==> src/rtl/ram8_arbiter_if.sv <==
// ----------------------------------------------------------------------------
// ram8_arbiter_if
// One requester's command/response bundle for ram8_arbiter.
//   req    requester -> arbiter  command request, held until granted
//   we     requester -> arbiter  1 = write, 0 = read
//   addr   requester -> arbiter  RAM address
//   wdata  requester -> arbiter  write data
//   gnt    arbiter -> requester  command accepted at the next edge
//   rvalid arbiter -> requester  read data valid (one cycle per read)
//   rdata  arbiter -> requester  read data
// Modports: master = requester side, slave = arbiter side.
// ----------------------------------------------------------------------------
interface ram8_arbiter_if #(
    parameter int DW = 8,
    parameter int AW = 3
);
    logic          req;
    logic          we;
    logic [AW-1:0] addr;
    logic [DW-1:0] wdata;
    logic          gnt;
    logic          rvalid;
    logic [DW-1:0] rdata;

    modport master (output req, we, addr, wdata, input  gnt, rvalid, rdata);
    modport slave  (input  req, we, addr, wdata, output gnt, rvalid, rdata);
endinterface

==> src/rtl/ram8_arbiter.sv <==
// ----------------------------------------------------------------------------
// ram8_arbiter
// Two-requester front end for an 8x8 synchronous RAM with one write port and
// one read port. At most one command is granted per cycle. A sweep sequencer
// writes INIT_VAL to every location on init_start_i.
//
// Ports:
//   clk, rst_n        clock, asynchronous active-low reset
//   a_if, b_if        requester bundles (ram8_arbiter_if.slave)
//   init_start_i      start a clear sweep (wins over pending requests)
//   init_busy_o       sweep in progress
//   init_done_o       one-cycle pulse alongside the final sweep write
//   ram_wr_enb_o, ram_wr_addr_o, ram_data_in_o   registered RAM write command
//   ram_rd_enb_o, ram_rd_addr_o                  registered RAM read command
//   ram_data_out_i    RAM read data, valid the cycle after ram_rd_enb_o
//
// Build option:
//   RAM8_ARB_FIXED_PRIO_EN  defined   -> port A always wins contention
//                           undefined -> round-robin on the last grant
// ----------------------------------------------------------------------------
module ram8_arbiter #(
    parameter int            DW       = 8,
    parameter int            AW       = 3,
    parameter logic [DW-1:0] INIT_VAL = '0
) (
    input  logic          clk,
    input  logic          rst_n,
    ram8_arbiter_if.slave a_if,
    ram8_arbiter_if.slave b_if,
    input  logic          init_start_i,
    output logic          init_busy_o,
    output logic          init_done_o,
    output logic          ram_wr_enb_o,
    output logic          ram_rd_enb_o,
    output logic [AW-1:0] ram_wr_addr_o,
    output logic [AW-1:0] ram_rd_addr_o,
    output logic [DW-1:0] ram_data_in_o,
    input  logic [DW-1:0] ram_data_out_i
);

    typedef enum logic { ST_IDLE = 1'b0, ST_INIT = 1'b1 } state_t;
    typedef enum logic { PORT_A  = 1'b0, PORT_B  = 1'b1 } port_t;

    localparam logic [AW-1:0] CNT_LAST = '1;

    state_t        state_q, state_d;
    logic [AW-1:0] cnt_q, cnt_d;
    logic          wr_enb_q, wr_enb_d;
    logic          rd_enb_q, rd_enb_d;
    logic [AW-1:0] wr_addr_q, wr_addr_d;
    logic [AW-1:0] rd_addr_q, rd_addr_d;
    logic [DW-1:0] data_in_q, data_in_d;
    port_t         rd_tag_q, rd_tag_d;   // which port owns the read on the RAM bus
    logic          a_rvalid_q, a_rvalid_d;
    logic          b_rvalid_q, b_rvalid_d;
    logic          done_q, done_d;
`ifndef RAM8_ARB_FIXED_PRIO_EN
    port_t         last_q, last_d;
`endif

    logic a_gnt, b_gnt;
    logic a_acc, b_acc;

    // ------------------------------------------------------------------
    // Grant: combinational from requests, state, init_start and history.
    // NOTE: every always_comb output gets a default first; a path that
    // leaves one unassigned would infer a latch.
    // ------------------------------------------------------------------
    always_comb begin
        a_gnt = 1'b0;
        b_gnt = 1'b0;
        if (state_q == ST_IDLE && !init_start_i) begin
            if (a_if.req && !b_if.req) begin
                a_gnt = 1'b1;
            end else if (!a_if.req && b_if.req) begin
                b_gnt = 1'b1;
            end else if (a_if.req && b_if.req) begin
`ifdef RAM8_ARB_FIXED_PRIO_EN
                a_gnt = 1'b1;
`else
                // The port that did not win last time goes first.
                if (last_q == PORT_B) a_gnt = 1'b1;
                else                  b_gnt = 1'b1;
`endif
            end
        end
    end

    assign a_acc = a_if.req & a_gnt;
    assign b_acc = b_if.req & b_gnt;

    // ------------------------------------------------------------------
    // Next state, RAM command and read-return pipeline.
    // ------------------------------------------------------------------
    always_comb begin
        state_d   = state_q;
        cnt_d     = cnt_q;
        wr_enb_d  = 1'b0;
        rd_enb_d  = 1'b0;
        wr_addr_d = wr_addr_q;
        rd_addr_d = rd_addr_q;
        data_in_d = data_in_q;
        rd_tag_d  = rd_tag_q;
        done_d    = 1'b0;
`ifndef RAM8_ARB_FIXED_PRIO_EN
        last_d    = last_q;
`endif

        case (state_q)
            ST_IDLE: begin
                if (init_start_i) begin
                    state_d = ST_INIT;
                    cnt_d   = '0;
                end else if (a_acc) begin
                    wr_enb_d = a_if.we;
                    rd_enb_d = !a_if.we;
                    if (a_if.we) begin
                        wr_addr_d = a_if.addr;
                        data_in_d = a_if.wdata;
                    end else begin
                        rd_addr_d = a_if.addr;
                        rd_tag_d  = PORT_A;
                    end
`ifndef RAM8_ARB_FIXED_PRIO_EN
                    last_d = PORT_A;
`endif
                end else if (b_acc) begin
                    wr_enb_d = b_if.we;
                    rd_enb_d = !b_if.we;
                    if (b_if.we) begin
                        wr_addr_d = b_if.addr;
                        data_in_d = b_if.wdata;
                    end else begin
                        rd_addr_d = b_if.addr;
                        rd_tag_d  = PORT_B;
                    end
`ifndef RAM8_ARB_FIXED_PRIO_EN
                    last_d = PORT_B;
`endif
                end
            end
            ST_INIT: begin
                wr_enb_d  = 1'b1;
                wr_addr_d = cnt_q;
                data_in_d = INIT_VAL;
                cnt_d     = cnt_q + 1'b1;
                // done is registered with the last write so both appear together.
                if (cnt_q == CNT_LAST) begin
                    state_d = ST_IDLE;
                    done_d  = 1'b1;
                end
            end
        endcase

        // The RAM samples the read at the edge after the command is on the
        // bus, so rvalid is the tagged rd_enb delayed one more edge.
        a_rvalid_d = rd_enb_q && (rd_tag_q == PORT_A);
        b_rvalid_d = rd_enb_q && (rd_tag_q == PORT_B);
    end

    // NOTE: sequential state uses non-blocking assignments only, so every
    // flop samples the pre-edge values of the others.
    // NOTE: the read tag/valid pipeline is reset so a read in flight when
    // rst_n drops can never surface as rvalid afterwards.
    always_ff @(posedge clk or negedge rst_n) begin
        if (!rst_n) begin
            state_q    <= ST_IDLE;
            cnt_q      <= '0;
            wr_enb_q   <= 1'b0;
            rd_enb_q   <= 1'b0;
            wr_addr_q  <= '0;
            rd_addr_q  <= '0;
            data_in_q  <= '0;
            rd_tag_q   <= PORT_A;
            a_rvalid_q <= 1'b0;
            b_rvalid_q <= 1'b0;
            done_q     <= 1'b0;
        end else begin
            state_q    <= state_d;
            cnt_q      <= cnt_d;
            wr_enb_q   <= wr_enb_d;
            rd_enb_q   <= rd_enb_d;
            wr_addr_q  <= wr_addr_d;
            rd_addr_q  <= rd_addr_d;
            data_in_q  <= data_in_d;
            rd_tag_q   <= rd_tag_d;
            a_rvalid_q <= a_rvalid_d;
            b_rvalid_q <= b_rvalid_d;
            done_q     <= done_d;
        end
    end

`ifndef RAM8_ARB_FIXED_PRIO_EN
    // Reset to B so that A wins the first contention.
    always_ff @(posedge clk or negedge rst_n) begin
        if (!rst_n) last_q <= PORT_B;
        else        last_q <= last_d;
    end
`endif

    // ------------------------------------------------------------------
    // Outputs
    // ------------------------------------------------------------------
    assign a_if.gnt    = a_gnt;
    assign b_if.gnt    = b_gnt;
    assign a_if.rvalid = a_rvalid_q;
    assign b_if.rvalid = b_rvalid_q;
    // Gated so rdata is zero whenever no read is being returned.
    assign a_if.rdata  = a_rvalid_q ? ram_data_out_i : '0;
    assign b_if.rdata  = b_rvalid_q ? ram_data_out_i : '0;

    assign init_busy_o   = (state_q == ST_INIT);
    assign init_done_o   = done_q;
    assign ram_wr_enb_o  = wr_enb_q;
    assign ram_rd_enb_o  = rd_enb_q;
    assign ram_wr_addr_o = wr_addr_q;
    assign ram_rd_addr_o = rd_addr_q;
    assign ram_data_in_o = data_in_q;

endmodule
==> src/flat_wrapper.sv <==
// flat-port wrapper written by rule: the top's interface ports become plain ports
module ram8_arbiter_flat 
#(
    parameter int            DW       = 8,
    parameter int            AW       = 3,
    parameter logic [DW-1:0] INIT_VAL = '0
)
  (clk, rst_n, init_start_i, init_busy_o, init_done_o, ram_wr_enb_o, ram_rd_enb_o, ram_wr_addr_o, ram_rd_addr_o, ram_data_in_o, ram_data_out_i, a_if_req, a_if_we, a_if_addr, a_if_wdata, a_if_gnt, a_if_rvalid, a_if_rdata, b_if_req, b_if_we, b_if_addr, b_if_wdata, b_if_gnt, b_if_rvalid, b_if_rdata);
  ram8_arbiter_if #(.DW(DW), .AW(AW)) a_if_i ();
  ram8_arbiter_if #(.DW(DW), .AW(AW)) b_if_i ();
  input  logic clk;
  input  logic rst_n;
  input  logic init_start_i;
  output logic init_busy_o;
  output logic init_done_o;
  output logic ram_wr_enb_o;
  output logic ram_rd_enb_o;
  output logic [AW-1:0] ram_wr_addr_o;
  output logic [AW-1:0] ram_rd_addr_o;
  output logic [DW-1:0] ram_data_in_o;
  input  logic [DW-1:0] ram_data_out_i;
  input wire logic [$bits(a_if_i.req)-1:0] a_if_req;
  input wire logic [$bits(a_if_i.we)-1:0] a_if_we;
  input wire logic [$bits(a_if_i.addr)-1:0] a_if_addr;
  input wire logic [$bits(a_if_i.wdata)-1:0] a_if_wdata;
  output wire logic [$bits(a_if_i.gnt)-1:0] a_if_gnt;
  output wire logic [$bits(a_if_i.rvalid)-1:0] a_if_rvalid;
  output wire logic [$bits(a_if_i.rdata)-1:0] a_if_rdata;
  input wire logic [$bits(b_if_i.req)-1:0] b_if_req;
  input wire logic [$bits(b_if_i.we)-1:0] b_if_we;
  input wire logic [$bits(b_if_i.addr)-1:0] b_if_addr;
  input wire logic [$bits(b_if_i.wdata)-1:0] b_if_wdata;
  output wire logic [$bits(b_if_i.gnt)-1:0] b_if_gnt;
  output wire logic [$bits(b_if_i.rvalid)-1:0] b_if_rvalid;
  output wire logic [$bits(b_if_i.rdata)-1:0] b_if_rdata;
  assign a_if_i.req = a_if_req;
  assign a_if_i.we = a_if_we;
  assign a_if_i.addr = a_if_addr;
  assign a_if_i.wdata = a_if_wdata;
  assign a_if_gnt = a_if_i.gnt;
  assign a_if_rvalid = a_if_i.rvalid;
  assign a_if_rdata = a_if_i.rdata;
  assign b_if_i.req = b_if_req;
  assign b_if_i.we = b_if_we;
  assign b_if_i.addr = b_if_addr;
  assign b_if_i.wdata = b_if_wdata;
  assign b_if_gnt = b_if_i.gnt;
  assign b_if_rvalid = b_if_i.rvalid;
  assign b_if_rdata = b_if_i.rdata;
  ram8_arbiter #(.DW(DW), .AW(AW), .INIT_VAL(INIT_VAL)) u_core (.clk(clk), .rst_n(rst_n), .a_if(a_if_i), .b_if(b_if_i), .init_start_i(init_start_i), .init_busy_o(init_busy_o), .init_done_o(init_done_o), .ram_wr_enb_o(ram_wr_enb_o), .ram_rd_enb_o(ram_rd_enb_o), .ram_wr_addr_o(ram_wr_addr_o), .ram_rd_addr_o(ram_rd_addr_o), .ram_data_in_o(ram_data_in_o), .ram_data_out_i(ram_data_out_i));
endmodule
==> config.mk <==
export PLATFORM = sky130hd
export DESIGN_NAME = ram8_arbiter_flat
export DESIGN_NICKNAME = d
export VERILOG_FILES = /design/src/rtl/ram8_arbiter_if.sv /design/src/rtl/ram8_arbiter.sv /design/src/flat_wrapper.sv
export SDC_FILE = /design/constraint.sdc
export NUM_CORES = 1
export LEC_CHECK = 0
export CORE_UTILIZATION = 35
export DETAILED_ROUTE_END_ITERATION = 10
export GPL_TIMING_DRIVEN = 0
export MAX_ROUTING_LAYER = met4
export PLACE_DENSITY = 0.77
export SYNTH_ARGS = -nofsm -noshare
export SYNTH_HDL_FRONTEND = slang
export SYNTH_SLANG_ARGS = --single-unit
==> constraint.sdc <==
create_clock -name clk -period 1.6 [get_ports clk]
set_input_delay 0.4 -clock clk [delete_from_list [all_inputs] [get_ports clk]]
set_output_delay 0.4 -clock clk [all_outputs]
set_load 0.02 [all_outputs]
==> results of run 1 <==
routing by layer:
layer	GRT usage, %	share of wire [%]	up-vias
li1	-	-	638
met1	22.4	40	637
met2	35.7	51	63
met3	4.69	8.5	5
met4	4.89	0.95	0
met5	-	0	-
final timing paths:
check	start	endpoint	slack, ns	cells past startpoint
max	u_core.last_q	b_if_gnt	-0.05	4
min	rst_n	u_core.ram_wr_addr_o[1]	0.33	1
max reg2reg	u_core.last_q	u_core.ram_wr_addr_o[1]	0.04	6
min reg2reg	u_core.rd_tag_q	u_core.a_if.rvalid	0.45	1
max in group asynchronous	rst_n	u_core.b_if.rvalid	0.62	1
min in group clk	u_core.rd_tag_q	u_core.a_if.rvalid	0.45	1
cell families (layout without fill, tap and decap cells):
logic type	count (synthesis)	count (layout)	synth area share, %
adders and majority gates	2	2	1.78
muxes	12	12	8.56
DFF	25	25	44.7
buffers and inverters	16	101	5.97
and+or+nand+nor	38	38	16.1
AOI/OAI and AO/OA	39	39	22.9
repair_timing:
action	in CTS	in global routing
buffers inserted	4	5
pin swaps	2	6
setup endpoints to repair	53	43
resized for setup	109	22
report_power, final:
group | switching (mW) | internal, mW | leakage (nW)
Combinational | 0.737 | 0.629 | 0.847
Sequential | 0.140 | 0.828 | 0.316
Clock | 0.198 | 0.178 | 0.0228
Total | 1.08 | 1.64 | 1.19
cell type report:
type,instances,area (sq um),area share [%]
Sequential cell,25,627,27.5
Tap cell,48,60.1,2.63
Inverter,7,26.3,1.15
Clock buffer,4,45.0,1.98
Timing Repair Buffer,83,726,31.8
Buffer,7,63.8,2.80
Multi-Input combinational cell,91,732,32.1
state kept, by name, indices dropped and copies added (netlist names), 3 cells and up:
signal / cells
u_core.ram_rd_addr_o: 3
u_core.ram_data_in_o: 8
u_core.cnt_q: 3
u_core.ram_wr_addr_o: 3
cell usage in the layout (no fill, tap or decap), drive strengths merged:
cell type / count
dfstp: 1
a211oi: 8
buf: 31
a31oi: 4
a32o: 2
mux2i: 12
o21ai: 2
o211ai: 3
dlymetal6s2s: 2
nand3: 1
nand2: 6
and2: 20
nand2b: 4
dlygate4sd2: 21
nor2: 2
clkbuf: 8
a21boi: 4
ha: 2
or2: 1
dfrtp: 24
nor2b: 1
o311ai: 3
clkdlybuf4s50: 32
a22o: 1
and3: 3
a21oi: 12
inv: 7
through the flow:
step / instance area [sq um] / setup TNS (ns)
floorplan: 1410 / 0
global placement: 2210 / -18.69
detailed placement: 2210 / -20.76
CTS: 2200 / -0.241
global route: 2280 / -0.314
finish: 2280 / -0.0884
==> metrics.md, run 1 <==
| Metric | Value |
|---|---|
| Total track usage | `around 20%` |
| WHS | `roughly 0.33 ns` |
| Asr flop ratio synth | `between 90% and 100%` |
| Primary flip-flop cell chosen by synthesis mapping | `dfrtp_1` |
| Number of clock buffers inserted by TritonCTS | `3` |
| Instance count of the mapped netlist | `between 100 and 150` |
| Ranking of synthesized cells by area | `dfrtp_1, mux2i_1, and2_1` |
| Average cell area after synthesis | `10.6 sq um` |
| Global-route wire length before repair | `~6.3 mm` |
| Dominant cell by count in the synthesized netlist | `dfrtp_1` |
| Remaining design rule violation count | `0` |
| Data arrival time at the worst-slack endpoint | `roughly 1.3 ns` |
| Violations in the final reports | `setup timing` |
| Maximum single-stage delay on the critical path | `0.55 ns` |
| Library cell used as clock root buffer | `clkbuf_8` |
| Synth Net Count | `approximately 170` |
| DR pass1 iterations | `4` |
| H-tree levels | `1` |
| Type of origin of the critical path | `flip-flop` |
| RSZ-0062 raised after global routing | `yes` |
| Max transition margin | `between 20 and 30%` |
| Die area | `around 0.0043 sq mm` |
| Crit path required time | `between 1 and 1.5 ns` |
| Synthesized area | `roughly 0.0014 sq mm` |
| Number of fill cells | `approximately 340` |
| Critical path endpoint category | `primary output` |
| Share of layout cells above drive strength 1 | `between 20% and 30%` |
| Number of register bits inferred by synthesis | `25` |
| Final std cells w/o fill | `265` |
| Clock sink count | `25` |
| CP top delay family | `flip-flops` |
| Total of max-cap violations | `0` |
| Buf/Inv on CP | `2` |
| Insertion delay to the later sink of the worst-skew pair | `~0.27 ns` |
| Final Wtd Congestion | `~0.74` |
| Dominant cell type by area after synthesis | `dfrtp_1` |
| Slowest cell on the critical path | `dfstp_2` |
| Final Power | `about 2.7 mW` |
| Setup Skew | `about 0.0016 ns` |
| Sequential cell area fraction in the yosys report | `between 40% and 50%` |
| Total gr overflow | `0` |
| Most frequent cells after synthesis | `dfrtp_1, and2_1, a21oi_1, mux2i_1, a211oi_2` |
| Final core occ | `60.9%` |
| Highest clock frequency the design can meet | `slightly above 600 MHz` |
| Number of top-level design ports | `between 70 and 80` |
| Final-stage net count | `between 200 and 300` |
| Worst slew pin tran | `1.10 ns` |
| Die height | `roughly 65 um` |
| Synth warn | `0` |
| Post-cts hold buffer count | `0` |
| Initial Utilization | `37.5%` |
| Cells along the critical path | `buf_6 -> a21boi_4 -> and2_4 -> buf_6` |
| Worst Setup Path Type | `flip-flop to primary output` |
| Worst ir drop on vdd | `908 uV` |
| Final worst path period need | `between 1.5 and 2 ns` |
| Worst slack at placement | `-1.09 ns` |
| WL/cell | `between 15 and 20 um` |
| Number of DRC violations after detailed-routing iteration 0 | `18` |
| Via count of the first global-routing pass | `1,345` |
| Routed vias | `roughly 1,300` |
| Final setup fails | `2` |
| CTS clk-pin slew, worst paths | `0.08 ns` |
| Initial antenna violation count | `0` |
| Diodes inserted | `0` |
| Static leakage power | `between 1 and 1.5 nW` |
| Total wire length after detailed routing | `3.99 mm` |
| Number of placed instances, taps included | `between 200 and 300` |
| Average vias per placed instance | `5.07` |
| Yosys top cell area share | `between 40% and 50%` |
| TritonCTS clock tree | `yes` |
| Site row count | `22` |
| Synth-to-Final Area Change | `62.4%` |
| Count of input and output buffers | `74` |
| Final Max Slew Viols | `0` |
| Max FO, Critical Path | `3` |
| Number of enable-type register cells in the synthesized netlist | `0` |
| DP HPWL | `approximately 2.9 mm` |
| CTS max path bufs | `2` |
| Maximum number of pins on one net before global-route repair | `26` |
| Core area | `0.00374 sq mm` |
| Chip width | `approximately 65 um` |
| Smallest setup slack after layout | `-0.0481 ns` |
| Final number of hold-violating endpoints | `0` |
| Antenna violation net count after detailed routing | `0` |
| Min-Delay Path Class | `input pin to asynchronous set/reset pin` |
| Count of distinct cell types in the synthesized netlist | `30` |
| Status | `finished with violations` |
| Fraction of the cycle the final worst path needs | `103%` |
| Power density cells | `roughly 1200 mW/mm^2` |
| Most Frequent Cell on Critical Path | `buf_6` |
No activity file was read; power rests on OpenSTA's default activity.
==> inputs of run 2 (changes only) <==
Settings changed: SETUP_SLACK_MARGIN set to 0.1.
==> metrics.md, run 2 (synthesized netlist as in run 1, its figures left out) <==
| Metric | Value |
|---|---|
| Data arrival time at the worst-slack endpoint | `between 1 and 1.5 ns` |
| Max transition margin | `between 20% and 30%` |
| Min-Delay Path Class | `input pin to asynchronous set/reset pin` |
| Remaining design rule violation count | `0` |
| CTS clk-pin slew, worst paths | `approximately 0.10 ns` |
| CTS max path bufs | `2` |
| Status | `finished with violations` |
| Final worst path period need | `1.77 ns` |
| Maximum number of pins on one net before global-route repair | `26` |
| Via count of the first global-routing pass | `roughly 1,500` |
| Highest-count cells in the layout ignoring fill and taps | `dlygate4sd2_1, buf_6, clkdlybuf4s50_1, dfrtp_1, and2_4` |
| H-tree levels | `1` |
| Share of layout cells above drive strength 1 | `39.3%` |
| Total of max-cap violations | `0` |
| Total wire length after detailed routing | `~4.5 mm` |
| DR pass1 iterations | `4` |
| Type of origin of the critical path | `flip-flop` |
| Static leakage power | `approximately 1.3 nW` |
| WHS | `between 0.4 and 0.5 ns` |
| Site row count | `22` |
| RSZ-0062 raised after global routing | `yes` |
| Worst slew pin tran | `roughly 1.1 ns` |
| Highest clock frequency the design can meet | `566 MHz` |
| Most frequent standard cell in the layout excluding fill and tap cells | `dlygate4sd2_1` |
| Insertion delay to the later sink of the worst-skew pair | `0.28 ns` |
| Total track usage | `a little under a quarter` |
| Diodes inserted | `0` |
| Number of top-level design ports | `between 70 and 80` |
| Final Wtd Congestion | `around 0.75` |
| Cell internal power dissipation | `~1.7 mW` |
| Library cell used as clock root buffer | `clkbuf_8` |
| Proportion of power drawn by combinational gates | `a little over half` |
| Critical path endpoint category | `primary output` |
| Initial Utilization | `37.5%` |
| Violations in the final reports | `setup timing` |
| Smallest setup slack after layout | `-0.166 ns` |
| TritonCTS clock tree | `yes` |
| Initial antenna violation count | `0` |
| Flip-flop count of the largest register, all copies and words added | `8` |
| P_sw | `around 1.1 mW` |
| Worst Setup Path Type | `flip-flop to primary output` |
| Fraction of the cycle the final worst path needs | `110%` |
| Synth-to-Final Area Change | `82.4%` |
| Average vias per placed instance | `between 5 and 6` |
| Final setup fails | `14` |
| Proportion of power drawn by flip-flops and latches | `roughly 34%` |
| Crit path required time | `between 1 and 1.5 ns` |
| Worst ir drop on vdd | `715 uV` |
| Final Max Slew Viols | `0` |
| Post-cts hold buffer count | `0` |
| Core area | `0.00374 sq mm` |
| Chip width | `65.3 um` |
| Power density cells | `~1100 mW/mm^2` |
| Number of clock buffers inserted by TritonCTS | `3` |
| Antenna violation net count after detailed routing | `0` |
| Clock sink count | `25` |
| Proportion of power drawn by the clock network | `13.9%` |
| Switching Fraction | `between 30% and 40%` |
| Die area | `between 0.004 and 0.005 sq mm` |
| Number of DRC violations after detailed-routing iteration 0 | `20` |
| Setup Skew | `a little under 0.01 ns` |
| Global-route wire length before repair | `between 7 and 8 mm` |
| DP HPWL | `~3 mm` |
| Count of input and output buffers | `between 70 and 80` |
| Max FO, Critical Path | `2` |
| Routed vias | `~1,400` |
| WL/cell | `16.3 um` |
| Final-stage net count | `~270` |
| Total gr overflow | `0` |
| Die height | `65.3 um` |
| Final number of hold-violating endpoints | `0` |
| Worst slack at placement | `-1.01 ns` |
run 2: cell count changes in the layout (fill, tap and decap cells not counted), moves of 2 or more:
cell / change
buf_12: +2
dfrtp_2: +3
and2_1: -13
buf_2: -10
dlygate4sd2_1: +10
mux2i_1: -2
dfrtp_1: -3
clkdlybuf4s50_1: -8
dlymetal6s2s_1: -2
buf_6: +19
and2_4: +13
mux2i_2: +2
run 2: critical path, stage by stage, from the launching register on:
cell      delay [ns]
dfstp_2         0.54
nand2b_4        0.11
buf_6           0.10
nand3_4         0.07
buf_12          0.14
clkinv_4        0.03
buf_6           0.10
run 2: repair_timing:
item                       4_1_cts  5_1_grt
cloned                           1        1
pin swaps                       17        8
gates resized for setup        177       16
setup endpoints to repair       56       36
buffers inserted                16        2
run 2: per-layer routing:
layer | up-vias | part of all wire, % | track usage, % | wire length (um)
met5 | - | 0 | - | 0
met4 | 0 | 2.8 | 9.51 | 127
met3 | 14 | 7.1 | 4.34 | 320
met2 | 71 | 51 | 42.8 | 2290
met1 | 670 | 39 | 24.0 | 1760
li1 | 662 | - | - | -
run 2: power groups by stage:
stage,Clock (mW),Combinational (mW),Sequential (mW)
6_report,0.397,1.50,0.960
5_1_grt,0.433,1.62,0.985
4_1_cts,0.400,1.44,0.958
3_5_place_dp,0,1.32,0.972
3_3_place_gp,0,1.28,0.962
2_1_floorplan,0,0.655,1.09
run 2: worst paths after layout:
check / cells after the start / to / slack (ns) / from
worst min register to register: 1 / u_core.a_if.rvalid / 0.45 / u_core.rd_tag_q
min in group clk: 1 / u_core.a_if.rvalid / 0.45 / u_core.rd_tag_q
max in group asynchronous: 1 / u_core.b_if.rvalid / 0.40 / rst_n
worst max register to register: 7 / u_core.ram_wr_enb_o / -0.13 / u_core.last_q
worst min-delay path: 1 / u_core.cnt_q[0] / 0.44 / rst_n
worst max-delay path: 6 / a_if_gnt / -0.17 / u_core.last_q
run 2: cell type report:
type | instances | area [sq um]
Fill cell | 276 | 1180
Timing Repair Buffer | 93 | 911
Multi-Input combinational cell | 91 | 783
Sequential cell | 25 | 631
Buffer | 9 | 96.3
Tap cell | 48 | 60.1
Clock buffer | 3 | 41.3
Inverter | 7 | 31.3
Clock inverter | 1 | 7.51
run 2: stage by stage:
stage / area [sq um] / setup TNS [ns] / util (%) / cells / power (mW)
floorplan: 1430 / 0 / - / 132 / 1.75
global placement: 2230 / -18.36 / 59.6 / 254 / 2.24
CTS: 2490 / -1.26 / 66.6 / 275 / 2.79
detailed placement: 2230 / -20.47 / 59.6 / 254 / 2.29
finish: 2560 / -1.10 / 68.4 / 277 / 2.86
global route: 2560 / -2.12 / 68.4 / 277 / 3.04
==> inputs of run 3 (changes only) <==
--- a/config.mk
+++ b/config.mk
@@ -6,5 +6,7 @@
 export NUM_CORES = 1
 export LEC_CHECK = 0
+export ABC_CLOCK_PERIOD_IN_PS = 1600
 export CORE_UTILIZATION = 35
+export CTS_CLUSTER_SIZE = 25
 export DETAILED_ROUTE_END_ITERATION = 10
 export GPL_TIMING_DRIVEN = 0
==> constraint.sdc (replaced) <==
create_clock -name clk -period 1.6 [get_ports clk]
set_input_delay 0.32 -clock clk [delete_from_list [all_inputs] [get_ports clk]]
set_output_delay 0.32 -clock clk [all_outputs]
set_load 0.02 [all_outputs]
==> metrics.md, run 3 (synthesized netlist as in run 1, its figures left out) <==
| Metric | Value |
|---|---|
| Status | `finished with violations` |
| Violations in the final reports | `setup timing` |
| Power density cells | `~1200 mW/mm^2` |
| Flip-flop count of the largest register, all copies and words added | `8` |
| Site row count | `22` |
| Type of origin of the critical path | `flip-flop` |
| Highest-count cells in the layout ignoring fill and taps | `clkdlybuf4s50_1, dlygate4sd2_1, dfrtp_1, and2_1, buf_2` |
| Average vias per placed instance | `5.11` |
| Remaining design rule violation count | `0` |
| DP HPWL | `roughly 2.8 mm` |
| WHS | `about 0.36 ns` |
| Crit path required time | `roughly 1.8 ns` |
| Global-route wire length before repair | `around 6.5 mm` |
| Data arrival time at the worst-slack endpoint | `approximately 1.9 ns` |
| RSZ-0062 raised after global routing | `yes` |
| Die area | `0.00427 sq mm` |
| Share of layout cells above drive strength 1 | `30.5%` |
| Antenna violation net count after detailed routing | `0` |
| Worst slew pin tran | `about 1.1 ns` |
| Final Wtd Congestion | `about 0.76` |
| Final worst path period need | `1.69 ns` |
| Total gr overflow | `0` |
| Initial Utilization | `a little under two fifths` |
| Most frequent standard cell in the layout excluding fill and tap cells | `clkdlybuf4s50_1` |
| Max transition margin | `24.9%` |
| DR pass1 iterations | `4` |
| Max FO, Critical Path | `5` |
| Via count of the first global-routing pass | `1,407` |
| Total wire length after detailed routing | `4.03 mm` |
| CTS max path bufs | `2` |
| Final core occ | `63.2%` |
| Chip width | `roughly 65 um` |
| Library cell used as clock root buffer | `clkbuf_8` |
| TritonCTS clock tree | `yes` |
| Post-cts hold buffer count | `0` |
| Insertion delay to the later sink of the worst-skew pair | `approximately 0.28 ns` |
| Worst ir drop on vdd | `808 uV` |
| H-tree levels | `1` |
| Maximum number of pins on one net before global-route repair | `26` |
| Clock sink count | `25` |
| Total of max-cap violations | `0` |
| Die height | `~65 um` |
| Core area | `approximately 0.0037 sq mm` |
| Final setup fails | `12` |
| Final Max Slew Viols | `0` |
| Count of input and output buffers | `between 70 and 80` |
| Setup Skew | `0.0101 ns` |
| Number of clock buffers inserted by TritonCTS | `3` |
| Initial antenna violation count | `0` |
| Min-Delay Path Class | `input pin to asynchronous set/reset pin` |
| Final number of hold-violating endpoints | `0` |
| Highest clock frequency the design can meet | `approximately 590 MHz` |
| Number of fill cells | `around 330` |
| Critical path endpoint category | `flip-flop` |
| CTS clk-pin slew, worst paths | `roughly 0.1 ns` |
| Number of top-level design ports | `75` |
| Number of placed instances, taps included | `around 250` |
| Final std cells w/o fill | `roughly 270` |
| Worst Setup Path Type | `flip-flop to flip-flop` |
| R2r setup slk | `-0.09 ns` |
| WL/cell | `~15 um` |
| Total track usage | `roughly a fifth` |
| Fraction of the cycle the final worst path needs | `106%` |
| Diodes inserted | `0` |
| Number of DRC violations after detailed-routing iteration 0 | `26` |
| Routed vias | `~1,400` |
| Static leakage power | `about 1.2 nW` |
| Final-stage net count | `263` |
| Smallest setup slack after layout | `-0.0914 ns` |
| Final Power | `2.77 mW` |
| Synth-to-Final Area Change | `68.4%` |
## run 3: changes by cell type in the layout (fill, tap and decap cells not counted), moves of 8 or more
| cell | change |
|---|---|
| and2_4 | -13 |
| buf_6 | -17 |
| dlygate4sd2_1 | -8 |
| buf_2 | +11 |
| clkdlybuf4s50_1 | +9 |
| and2_1 | +13 |
## run 3: final timing paths
check,from,end,cells after the start
setup / recovery,u_core.last_q,u_core.ram_wr_enb_o,7
hold / removal,rst_n,u_core.ram_data_in_o[5],1
setup reg to reg,u_core.last_q,u_core.ram_wr_enb_o,7
hold reg to reg,u_core.rd_tag_q,u_core.a_if.rvalid,1
max in group asynchronous,rst_n,u_core.a_if.rvalid,1
min in group clk,u_core.rd_tag_q,u_core.a_if.rvalid,1
## run 3: critical path: stages, from the launching register on
cell and delay, ns:
dfstp_2 0.55, buf_6 0.09, a21boi_2 0.05, buf_4 0.13, a32o_2 0.23, and2_4 0.18, buf_12 0.14, or2_1 0.20
## run 3: power breakdown
group          switching (mW)  total [mW]  internal, mW
clock network           0.219       0.396         0.177
registers               0.135       0.963         0.828
logic                   0.752        1.41         0.658
total                    1.11        2.77          1.66
## run 3: timing repair
action,in CTS,in global routing
endpoints found under the hold margin,0,0
cloned,0,1
setup buffers,10,2
pin swaps,6,2
resized for setup,103,26
endpoints found under the setup margin,54,35
## run 3: metrics by stage
step,setup WS [ns],cell area (sq um),TNS [ns]
floorplan,0.102,1410,0
global placement,-0.870,2210,-11.36
detailed placement,-0.904,2210,-14.28
CTS,-0.0890,2390,-0.518
global route,-0.141,2360,-1.45
finish,-0.0914,2360,-0.641
## run 3: area by class of cell
class / instances / area, sq um / area share, %
Timing Repair Buffer: 87 / 776 / 32.8
Multi-Input combinational cell: 91 / 738 / 31.2
Sequential cell: 25 / 629 / 26.6
Buffer: 9 / 86.3 / 3.65
Tap cell: 48 / 60.1 / 2.54
Clock buffer: 3 / 41.3 / 1.75
Inverter: 7 / 26.3 / 1.11
Clock inverter: 1 / 7.51 / 0.317
## run 3: layer usage
metal	track usage, %	vias to the layer above	routed length [um]
li1	-	651	-
met3	3.99	7	288
met4	7.34	0	63
met2	37.8	65	2130
met1	22.1	661	1540
met5	-	-	0
